==> config.mk <==
export PLATFORM = sky130hd
export DESIGN_NAME = mem_arbiter
export DESIGN_NICKNAME = d
export VERILOG_FILES = /design/src/rtl/mem_arb_pkg.sv /design/src/rtl/mem_arb_pick.sv /design/src/rtl/mem_arbiter.sv
export SDC_FILE = /design/constraint.sdc
export NUM_CORES = 1
export LEC_CHECK = 0
export ABC_AREA = 0
export BUFFER_PORTS_ARGS = -buffer_cell sky130_fd_sc_hd__buf_2
export CELL_PAD_IN_SITES_DETAIL_PLACEMENT = 1
export CELL_PAD_IN_SITES_GLOBAL_PLACEMENT = 1
export CORE_AREA = 2 2 275 277
export DETAILED_ROUTE_END_ITERATION = 10
export DIE_AREA = 0 0 277 279
export PLACE_DENSITY = 0.48
export SLEW_MARGIN = 5
export SYNTH_ARGS = -nofsm -noshare
export SYNTH_HDL_FRONTEND = slang
export SYNTH_SLANG_ARGS = --single-unit
==> constraint.sdc <==
create_clock -name clk -period 3.5 [get_ports clk]
set_input_delay 0.175 -clock clk [delete_from_list [all_inputs] [get_ports clk]]
set_output_delay 0.175 -clock clk [all_outputs]
set_load 0.05 [all_outputs]
==> src/rtl/mem_arb_pkg.sv <==
// rtl/mem_arb_pkg.sv - shared state encodings, port ids and line geometry for mem_arbiter
package mem_arb_pkg;

  typedef enum logic [2:0] {
    IDLE  = 3'd0,
    ISSUE = 3'd1,
    WAIT  = 3'd2,
    DRAIN = 3'd3,
    RESP  = 3'd4
  } arb_state_t;

  localparam logic PORT_I = 1'b0;
  localparam logic PORT_D = 1'b1;

  localparam int BEAT_W = 32;
  localparam int BEATS  = 4;

endpackage

==> src/rtl/mem_arb_pick.sv <==
// rtl/mem_arb_pick.sv - 2-way grant select; MEM_ARB_RR_EN selects round-robin, else D over I
module mem_arb_pick
  import mem_arb_pkg::*;
(
  input  logic clk,
  input  logic reset_n,
  input  logic req_i,
  input  logic req_d,
  input  logic served_valid,
  input  logic served_port,
  output logic win
);

`ifdef MEM_ARB_RR_EN
  logic last_q;

  // Reset to PORT_I so the very first tie goes to D, matching the fixed-priority build.
  always_ff @(posedge clk or negedge reset_n) begin
    if (!reset_n) begin
      last_q <= PORT_I;
    end else if (served_valid) begin
      last_q <= served_port;
    end
  end

  always_comb begin
    if (req_i && req_d) begin
      win = ~last_q;
    end else begin
      win = req_d ? PORT_D : PORT_I;
    end
  end
`else
  logic unused_rr;
  assign unused_rr = ^{clk, reset_n, served_valid, served_port, req_i};

  always_comb begin
    win = req_d ? PORT_D : PORT_I;
  end
`endif

endmodule

==> src/rtl/mem_arbiter.sv <==
// rtl/mem_arbiter.sv - shares the 128-bit line memory between I-fetch and data ports
// Arbitration policy chosen by MEM_ARB_RR_EN (round-robin) or fixed D-over-I when undefined.
module mem_arbiter
  import mem_arb_pkg::*;
#(
  parameter int ADDR_W = 20,
  parameter int LINE_W = BEATS * BEAT_W
) (
  input  logic              clk,
  input  logic              reset_n,
  input  logic              req_i_req,
  input  logic              req_i_we,
  input  logic [ADDR_W-1:0] req_i_addr,
  input  logic [LINE_W-1:0] req_i_wdata,
  output logic              req_i_done,
  input  logic              req_d_req,
  input  logic              req_d_we,
  input  logic [ADDR_W-1:0] req_d_addr,
  input  logic [LINE_W-1:0] req_d_wdata,
  output logic              req_d_done,
  output logic [LINE_W-1:0] rd_line,
  input  logic              abort,
  input  logic              is_loading_memory_into_core,
  output logic              mem_requested,
  output logic              mem_we,
  output logic [ADDR_W-1:0] mem_addr,
  output logic [LINE_W-1:0] mem_wr_data,
  output logic              mem_reset_req,
  input  logic              mem_ready,
  input  logic [LINE_W-1:0] mem_rd_data,
  output logic              owner
);

  arb_state_t        state;
  logic              we_q;
  logic [ADDR_W-1:0] addr_q;
  logic [LINE_W-1:0] wdata_q;
  logic              win;
  logic              grant;
  logic              resp_ok;

  assign grant   = (state == IDLE) && (req_i_req || req_d_req) &&
                   !is_loading_memory_into_core && mem_ready && !abort;
  assign resp_ok = (state == RESP) && !abort;

  mem_arb_pick u_pick (
    .clk          (clk),
    .reset_n      (reset_n),
    .req_i        (req_i_req),
    .req_d        (req_d_req),
    .served_valid (resp_ok),
    .served_port  (owner),
    .win          (win)
  );

  always_ff @(posedge clk or negedge reset_n) begin
    if (!reset_n) begin
      state   <= IDLE;
      owner   <= PORT_I;
      we_q    <= 1'b0;
      addr_q  <= '0;
      wdata_q <= '0;
      rd_line <= '0;
    end else if (abort && (state != IDLE)) begin
      state <= IDLE;
    end else begin
      case (state)
        IDLE: begin
          if (grant) begin
            owner   <= win;
            we_q    <= (win == PORT_D) ? req_d_we    : req_i_we;
            addr_q  <= (win == PORT_D) ? req_d_addr  : req_i_addr;
            wdata_q <= (win == PORT_D) ? req_d_wdata : req_i_wdata;
            state   <= ISSUE;
          end
        end
        ISSUE: state <= WAIT;
        WAIT: begin
          if (mem_ready) state <= DRAIN;
        end
        DRAIN: begin
          if (!we_q) rd_line <= mem_rd_data;
          state <= RESP;
        end
        RESP:    state <= IDLE;
        default: state <= IDLE;
      endcase
    end
  end

  // In WAIT the request follows !mem_ready so a returning ready never starts a second access.
  assign mem_requested = !abort && ((state == ISSUE) || ((state == WAIT) && !mem_ready));
  assign mem_we        = we_q && ((state == ISSUE) || (state == WAIT));
  assign mem_reset_req = abort;
  assign mem_addr      = addr_q;
  assign mem_wr_data   = wdata_q;
  assign req_i_done    = resp_ok && (owner == PORT_I);
  assign req_d_done    = resp_ok && (owner == PORT_D);

endmodule

==> flow_summary.yaml, run 1 <==
yosys:
  postSynth.asyncResetShare: 1.00
  synthTopCellsByCount: "mux2_2, dfrtp_1, mux2_4"
  yosys_most_used_dff: "dfrtp_1"
  synthesis.nets: 1207
  avgSynthCellArea_um2: 16.3
  synth_most_common_cell: "mux2_2"
  yosys.area.top_type: "dfrtp_1"
  ys_seq_elements: 281
  synth_top_area_frac: 0.556
  synth.distinct_cells: 19
  synthTopCellsByArea: "dfrtp_1, mux2_2, mux2_4, buf_6, buf_2"
  synth-seq-area-share: 0.556
  syn_area_um2: 12600
  syn_inst: 774
  synth-edff-count: 0
  yosysWarningCount: 0
worst_setup_path:
  required_ps: 3920
  slowest_delay_ps: 630
  crit_chain: "nor2_1 > and4b_4 > buf_12 > mux2_2"
  end_kind: "flip-flop"
  startpoint_type: "flip-flop"
  critical_path_arrival_ps: 2680
  crit_path_max_fanout: 58
  cp_slowest_cell: "and4b_4"
  path_class: "reg2reg"
clocking:
  clock_sinks: 281
  cts_max_level: 2
  clk_path_buf_depth: 3
  clk_pin_slew_ps: 60
  cts-root-buf: "clkbuf_16"
  cts_made_buffers: 36
  clk-insertion-delay-late_ps: 540
  postCtsSetupRepairBufs: 0
  cts_tree: "yes"
routing:
  drt.antenna.violating_nets: 0
  vias_per_cell: 3.77
  drcViolationCount: 0
  drt_first_pass_iters: 4
  vias: 10816
  drtIter0Drc: 260
  wl_per_cell_um: 16.9
  wl_um: 48600
layout:
  final_core_util: 0.302
  instances_no_fill: 2868
  syn_to_final_growth_pct: 77.0
  post-route-cell-area_um2: 22400
  drive_gt1_frac: 0.647
  finalNetCount: 2302
sta:
  final_max_slew_viol_count: 0
  tightest_slew_ps: 896
  skew_ps: 12.7
  hold_ws_ps: 33.7
  finalCritPeriodShare: 0.646
  worst_slack_ps: 1240
  finalSetupViolations: 0
  hold_viol_final: 0
  slew_headroom: 0.403
  fin_crit_ps: 2260
  rsz0062_at_grt: "no"
  final.setup.tns_ps: 0
  achievable-frequency_mhz: 442
grt:
  grt_busiest_layer: "met2"
  gr-total-overflow: 0
  track_usage: 0.123
  grt_pass1_wl_um: 74300
  gr-usage-met3: 0.0295
  grt_max_degree: 114
  use_met1: 0.127
  antenna_found_initial: 3
  met2_usage: 0.235
  grt_pass1_vias: 12581
place:
  dp_hpwl_um: 35400
  dp.cells: 2426
  post-place-ws_ps: 1240
  gp_congestion: 0.774
  dpl-instance-area_um2: 17400
  numPortBuffers: 714
floorplan:
  die_area_um2: 77300
  rows: 100
  core_area_um2: 74100
  die_h_um: 279
  ios: 715
  start_util: 0.171
  die_w_um: 277
pwr:
  power_leakage_nw: 11.1
  power_mw: 13.5
  ir_worst_vdd_v: 0.000423
  p_per_area_nw_per_um2: 605
outcome:
  status: "completed"
flow_run:
  maxCapViolations: 0
worst_hold_path:
  hold_class: "in2reg"
==> worst paths after layout <==
check	cells after the start	startpoint	slack (ps)	to
worst max-delay path	4	state[2]	1240	rd_line[67]
worst min register to register	1	mem_wr_data[127]	500	mem_wr_data[127]
max in group asynchronous	3	reset_n	2270	rd_line[33]
worst min-delay path	3	req_i_wdata[94]	30	mem_wr_data[94]
min in group asynchronous	2	reset_n	310	rd_line[61]
worst max register to register	4	state[2]	1240	rd_line[67]
==> flip-flops by register name, indices dropped and copies added (netlist names) <==
name and flops:
mem_wr_data 128, we_q 1, mem_addr 20, state 3
owner 1, rd_line 128
==> report_power, final <==
part           total [mW]  switching, mW  internal (mW)
Combinational        5.32           3.51           1.81
Sequential           4.35          0.395           3.95
Clock                3.88           1.52           2.36
Total                13.5           5.42           8.12
==> critical path, delay by kind of cell (launching register included) <==
family	cells	cell delay, ps
buffers and inverters	1	340
multiplexers	1	390
flip-flops	1	430
AND/OR/NAND/NOR	2	880
==> cells by family (layout without fill, tap and decap cells) <==
kind of cell              after synthesis  after routing  synth area share
muxes                                 427            427             0.410
DFF                                   281            281             0.556
buffers and inverters                  50           1172            0.0243
and+or+nand+nor                        13             13           0.00742
AOI/OAI and AO/OA                       2              2           0.00119
xor gates and xnor gates                1              1          0.000693
other                                   0              3                 0
==> final cells by class <==
cell class / count / area, um2
clock inverter: 21 / 246
tap: 969 / 1210
antenna: 3 / 7.51
multi-input combinational: 443 / 5310
sequential: 281 / 7030
clock buffer: 44 / 1010
timing repair buffer: 1106 / 7560
inverter: 1 / 3.75
fill: 8313 / 51700
==> layout by cell type, fill, tap and decap left out, types with 2 or more instances in the layout <==
cell,count
clkinv_2,11
clkbuf_8,8
nor3_1,2
diode_2,3
dfrtp_1,281
buf_2,712
clkinv_8,3
buf_4,11
nor4bb_1,2
clkinvlp_4,3
dlygate4sd3_1,374
buf_12,7
mux2_2,327
nor2_1,3
mux2_4,100
clkbuf_16,36
bufinv_16,4
nor3b_1,2
==> per-layer routing <==
| metal | wire length, um | vias up |
|---|---|---|
| li1 | - | 4968 |
| met1 | 17500 | 5365 |
| met2 | 26600 | 393 |
| met3 | 2790 | 90 |
| met4 | 1750 | 0 |
| met5 | 0 | - |
==> repair_timing <==
action | 4_1_cts | 5_1_grt
hold buffers | 374 | 0
endpoints found under the hold margin | 363 | 0
gates resized for setup | 0 | 0
endpoints found under the setup margin | 0 | 0
(Power assumes the default switching activity.)
==> run 2, diff against run 1 <==
PLACE_DENSITY = 0.49   (was 0.48)
clock period = 2.01 ns   (was 3.5 ns; I/O delays follow)
==> flow_summary.yaml, run 2 (same netlist as run 1, synthesis figures left out) <==
outcome:
  status: "completed"
grt:
  gr-total-overflow: 0
  grt_pass1_vias: 13061
  grt_max_degree: 67
  grt_pass1_wl_um: 77600
  antenna_found_initial: 1
  track_usage: 0.128
worst_setup_path:
  rrSetupSlack_ps: 80
  path_class: "reg2reg"
  required_ps: 2430
  crit_chain: "nor2_1 > and4_4 > buf_12 > mux2_4"
  critical_path_arrival_ps: 2350
  crit_path_max_fanout: 28
  cp_slowest_cell: "and4_4"
  startpoint_type: "flip-flop"
  worstRegToRegCells: 4
  end_kind: "flip-flop"
  slowest_delay_ps: 500
place:
  dp_hpwl_um: 37100
  dpl-instance-area_um2: 17600
  numPortBuffers: 714
  gp_congestion: 0.799
layout:
  final_common_cell: "buf_2"
  final_cell_mix: "buf_2, dlygate4sd3_1, mux2_2"
  syn_to_final_growth_pct: 82.7
  drive_gt1_frac: 0.629
  finalNetCount: 2380
  post-route-cell-area_um2: 23100
routing:
  vias: 11167
  wl_um: 50900
  vias_per_cell: 3.80
  wl_per_cell_um: 17.3
  drt_first_pass_iters: 4
  drt.antenna.violating_nets: 0
  drcViolationCount: 0
  drtIter0Drc: 280
worst_hold_path:
  hold_class: "in2async"
floorplan:
  die_w_um: 277
  start_util: 0.171
  die_h_um: 279
  core_area_um2: 74100
  ios: 715
  die_area_um2: 77300
  rows: 100
clocking:
  clk-insertion-delay-late_ps: 540
  clk_pin_slew_ps: 60
  postCtsSetupRepairBufs: 0
  clk_path_buf_depth: 3
  cts_made_buffers: 35
  clock_sinks: 281
  cts_tree: "yes"
  cts-root-buf: "clkbuf_16"
  cts_max_level: 2
sta:
  skew_ps: 9.21
  tightest_slew_ps: 393
  rsz0062_at_grt: "no"
  fin_crit_ps: 1930
  final_max_slew_viol_count: 0
  final.setup.tns_ps: 0
  finalSetupViolations: 0
  slew_headroom: 0.738
  finalCritPeriodShare: 0.961
  hold_viol_final: 0
  achievable-frequency_mhz: 518
pwr:
  ir_worst_vdd_v: 0.000575
  power_mw: 23.6
  p_per_area_nw_per_um2: 1020
  power_leakage_nw: 11.4
flow_run:
  maxCapViolations: 0
## run 2: changes by cell type in the layout (fill, tap and decap cells not counted), moves of 3 or more
cell           before  now
clkbuf_1            0    6
buf_12              7   10
clkinv_2           11    4
dlygate4sd3_1     374  430
buf_4              11   31
## run 2: what timing repair did
item	in CTS	in global routing
gates resized for setup	0	2
endpoints found under the hold margin	561	0
hold buffers	430	0
endpoints found under the setup margin	0	2
## run 2: path summary, 6_finish.rpt
path / to / start
worst max register to register: mem_wr_data[111] / state[2]
max in group asynchronous: mem_addr[3] / reset_n
min in group clk: rd_line[7] / mem_rd_data[7]
worst min register to register: mem_wr_data[86] / mem_wr_data[86]
worst min-delay path: rd_line[61] / reset_n
worst max-delay path: mem_wr_data[111] / state[2]
## run 2: final cells by class
class	instances	area, um2
clock buffer	51	1040
inverter	1	3.75
sequential	281	7030
tap	969	1210
clock inverter	11	170
antenna	1	2.50
multi-input combinational	443	5310
fill	8316	51000
timing repair buffer	1185	8330
## run 2: metrics by stage
step	util	hold WS [ps]	cells	setup slack [ps]
global route	0.312	50.4	2941	1.92
global placement	0.237	38.6	2449	167
finish	0.312	39.2	2942	78.8
CTS	0.312	19.2	2941	66.0
detailed placement	0.237	40.1	2449	118
floorplan	-	-195	774	184
## run 2: worst max-delay path, delay by kind of cell (launching register included)
kind	cells	cell delay, ps
AND/OR/NAND/NOR	2	740
flip-flops	1	390
multiplexers	1	330
buffers and inverters	1	280
## run 2: layer usage
layer / up-vias / track usage / part of all wire
met2: 423 / 0.243 / 0.54
li1: 5134 / - / -
met1: 5511 / 0.134 / 0.36
met3: 97 / 0.0336 / 0.061
met5: - / 0 / 0.00016
met4: 2 / 0.0525 / 0.037
## run 2: report_power, final
group	internal, mW	leakage (nW)	switching, mW
combinational	3.27	7.24	6.19
clock	3.99	0.592	2.61
sequential	6.88	3.58	0.680
total	14.1	11.4	9.47
==> run 3, diff against run 2 <==
ABC_AREA = 1   (was 0)
CORE_AREA = 2 2 277 279   (was 2 2 275 277)
DIE_AREA = 0 0 279 281   (was 0 0 277 279)
PLACE_DENSITY = 0.52   (was 0.49)
==> flow_summary.yaml, run 3 <==
routing:
  wl_per_cell_um: 17.7
  vias: 14391
  drtIter0Drc: 486
  drt.antenna.violating_nets: 0
  vias_per_cell: 4.09
  wl_um: 62400
  drt_first_pass_iters: 4
  drcViolationCount: 0
yosys:
  synth_xor_area_frac: 0
  synth_top_family_by_area: "simple AND/OR/NAND/NOR gates"
  avgSynthCellArea_um2: 8.74
  synth-edff-count: 0
  synth_top_area_frac: 0.572
  yosys.area.top_type: "dfrtp_1"
  yosysWarningCount: 0
  syn_area_um2: 12300
  syn_inst: 1408
  postSynth.asyncResetShare: 1.00
  synthesis.nets: 1841
  synthAdderAreaFrac: 0
  synthTopCellsByCount: "nand2_1, dfrtp_1, o21ai_0"
  synthSimpleGateAreaFrac: 0.260
  synth-seq-area-share: 0.572
  synth.area.mux_share: 0
  synth_most_common_cell: "nand2_1"
  synthTopCellsByArea: "dfrtp_1, nand2_1, o21ai_0, or2_2, nand3_1"
  synth.distinct_cells: 17
  synth_compound_area_frac: 0.123
  ys_seq_elements: 281
  yosys_most_used_dff: "dfrtp_1"
clocking:
  clk_path_buf_depth: 3
  cts_max_level: 2
  clk_pin_slew_ps: 60
  cts-root-buf: "clkbuf_16"
  clock_sinks: 281
  cts_made_buffers: 36
  cts_tree: "yes"
  clk-insertion-delay-late_ps: 530
pwr:
  ir_worst_vdd_v: 0.000859
  p_per_area_nw_per_um2: 1480
  power_leakage_nw: 11.5
grt:
  grt_max_degree: 88
  grt_pass1_vias: 15631
  grt_pass1_wl_um: 92600
  gr-total-overflow: 0
  antenna_found_initial: 35
  track_usage: 0.154
sta:
  rsz0062_at_grt: "no"
  hold_ws_ps: 25.4
  worst_slack_ps: 162
  achievable-frequency_mhz: 541
  finalCritPeriodShare: 0.919
  final_max_slew_viol_count: 0
  hold_viol_final: 0
  skew_ps: 7.20
  fin_crit_ps: 1850
  slew_headroom: 0.492
  final.setup.tns_ps: 0
  tightest_slew_ps: 762
  finalSetupViolations: 0
worst_setup_path:
  startpoint_type: "flip-flop"
  crit_path_max_fanout: 4
  required_ps: 1910
  critical_path_arrival_ps: 1750
  end_kind: "output pin"
  path_class: "reg2out"
place:
  numPortBuffers: 714
  dp_hpwl_um: 45600
  post-place-ws_ps: 126
  dpl-instance-area_um2: 17200
  gp_congestion: 0.818
  dp.cells: 3038
layout:
  syn_to_final_growth_pct: 82.3
  final_common_cell: "buf_2"
  finalNetCount: 2938
  instances_no_fill: 3519
  drive_gt1_frac: 0.383
  post-route-cell-area_um2: 22400
  final_cell_mix: "buf_2, nand2_1, dlygate4sd3_1"
  fill_cells: 9052
floorplan:
  ios: 715
  die_w_um: 279
  die_area_um2: 78400
  rows: 101
  die_h_um: 281
  start_util: 0.163
  core_area_um2: 75400
worst_hold_path:
  hold_class: "in2reg"
flow_run:
  maxCapViolations: 0
outcome:
  status: "completed"
==> run 3: final timing paths <==
check,from,endpoint,slack (ps),depth (start not counted)
max,state[0],mem_we,160,6
min,req_i_addr[9],mem_addr[9],30,4
max reg2reg,state[2],rd_line[111],300,8
min reg2reg,rd_line[51],rd_line[51],470,2
max in group asynchronous,reset_n,mem_wr_data[59],1140,3
min in group asynchronous,reset_n,rd_line[15],110,2
==> run 3: timing repair <==
item,in CTS,in global routing
setup endpoints to repair,1,4
resized for setup,1,3
endpoints found under the hold margin,492,1
hold buffers,405,1
cloned,0,0
buffers inserted,0,1
pin swaps,0,1
==> run 3: metal layers <==
metal  wire, um  up-vias  track usage
met2      30600      551        0.270
met1      24700     6903        0.174
met5         56        -            0
met3       5000      119       0.0499
li1           -     6810            -
met4       2110        8       0.0557
==> run 3: kinds of logic (layout without fill, tap and decap cells) <==
family / count (synthesis) / in the layout
buf+inv: 118 / 1235
flops: 281 / 281
other cells: 0 / 16
simple gates: 707 / 707
compound gates: 302 / 302
==> run 3: final cells by class <==
type                       instances  area, um2  share of cell area
sequential                       281       7030               0.314
inverter                          10       42.5             0.00190
clock buffer                      53       1080              0.0480
multi-input combinational       1009       4730               0.211
antenna                           16       40.0             0.00179
tap                              978       1220              0.0546
clock inverter                     5       30.0             0.00134
timing repair buffer            1167       8250               0.368
==> run 3: power by group <==
part | leakage, nW | total [mW] | internal (mW) | switching (mW)
registers | 3.53 | 9.60 | 8.16 | 1.43
clock network | 0.541 | 6.22 | 3.67 | 2.55
logic | 7.43 | 17.3 | 4.09 | 13.3
total | 11.5 | 33.2 | 15.9 | 17.2
==> run 3: critical path, cell delays in order (launching register included) <==
cell     delay, ps
dfrtp_1        400
inv_1          110
nand2_1        130
nor2_2         130
inv_1           70
a21oi_1        140
buf_4          240
==> run 3: metrics by stage <==
step | utilization | power (mW)
after CTS | 0.296 | 33.6
after global placement | 0.228 | 26.2
after global routing | 0.297 | 35.1
after detailed placement | 0.228 | 26.4
after floorplan | - | 21.2
final | 0.297 | 33.2
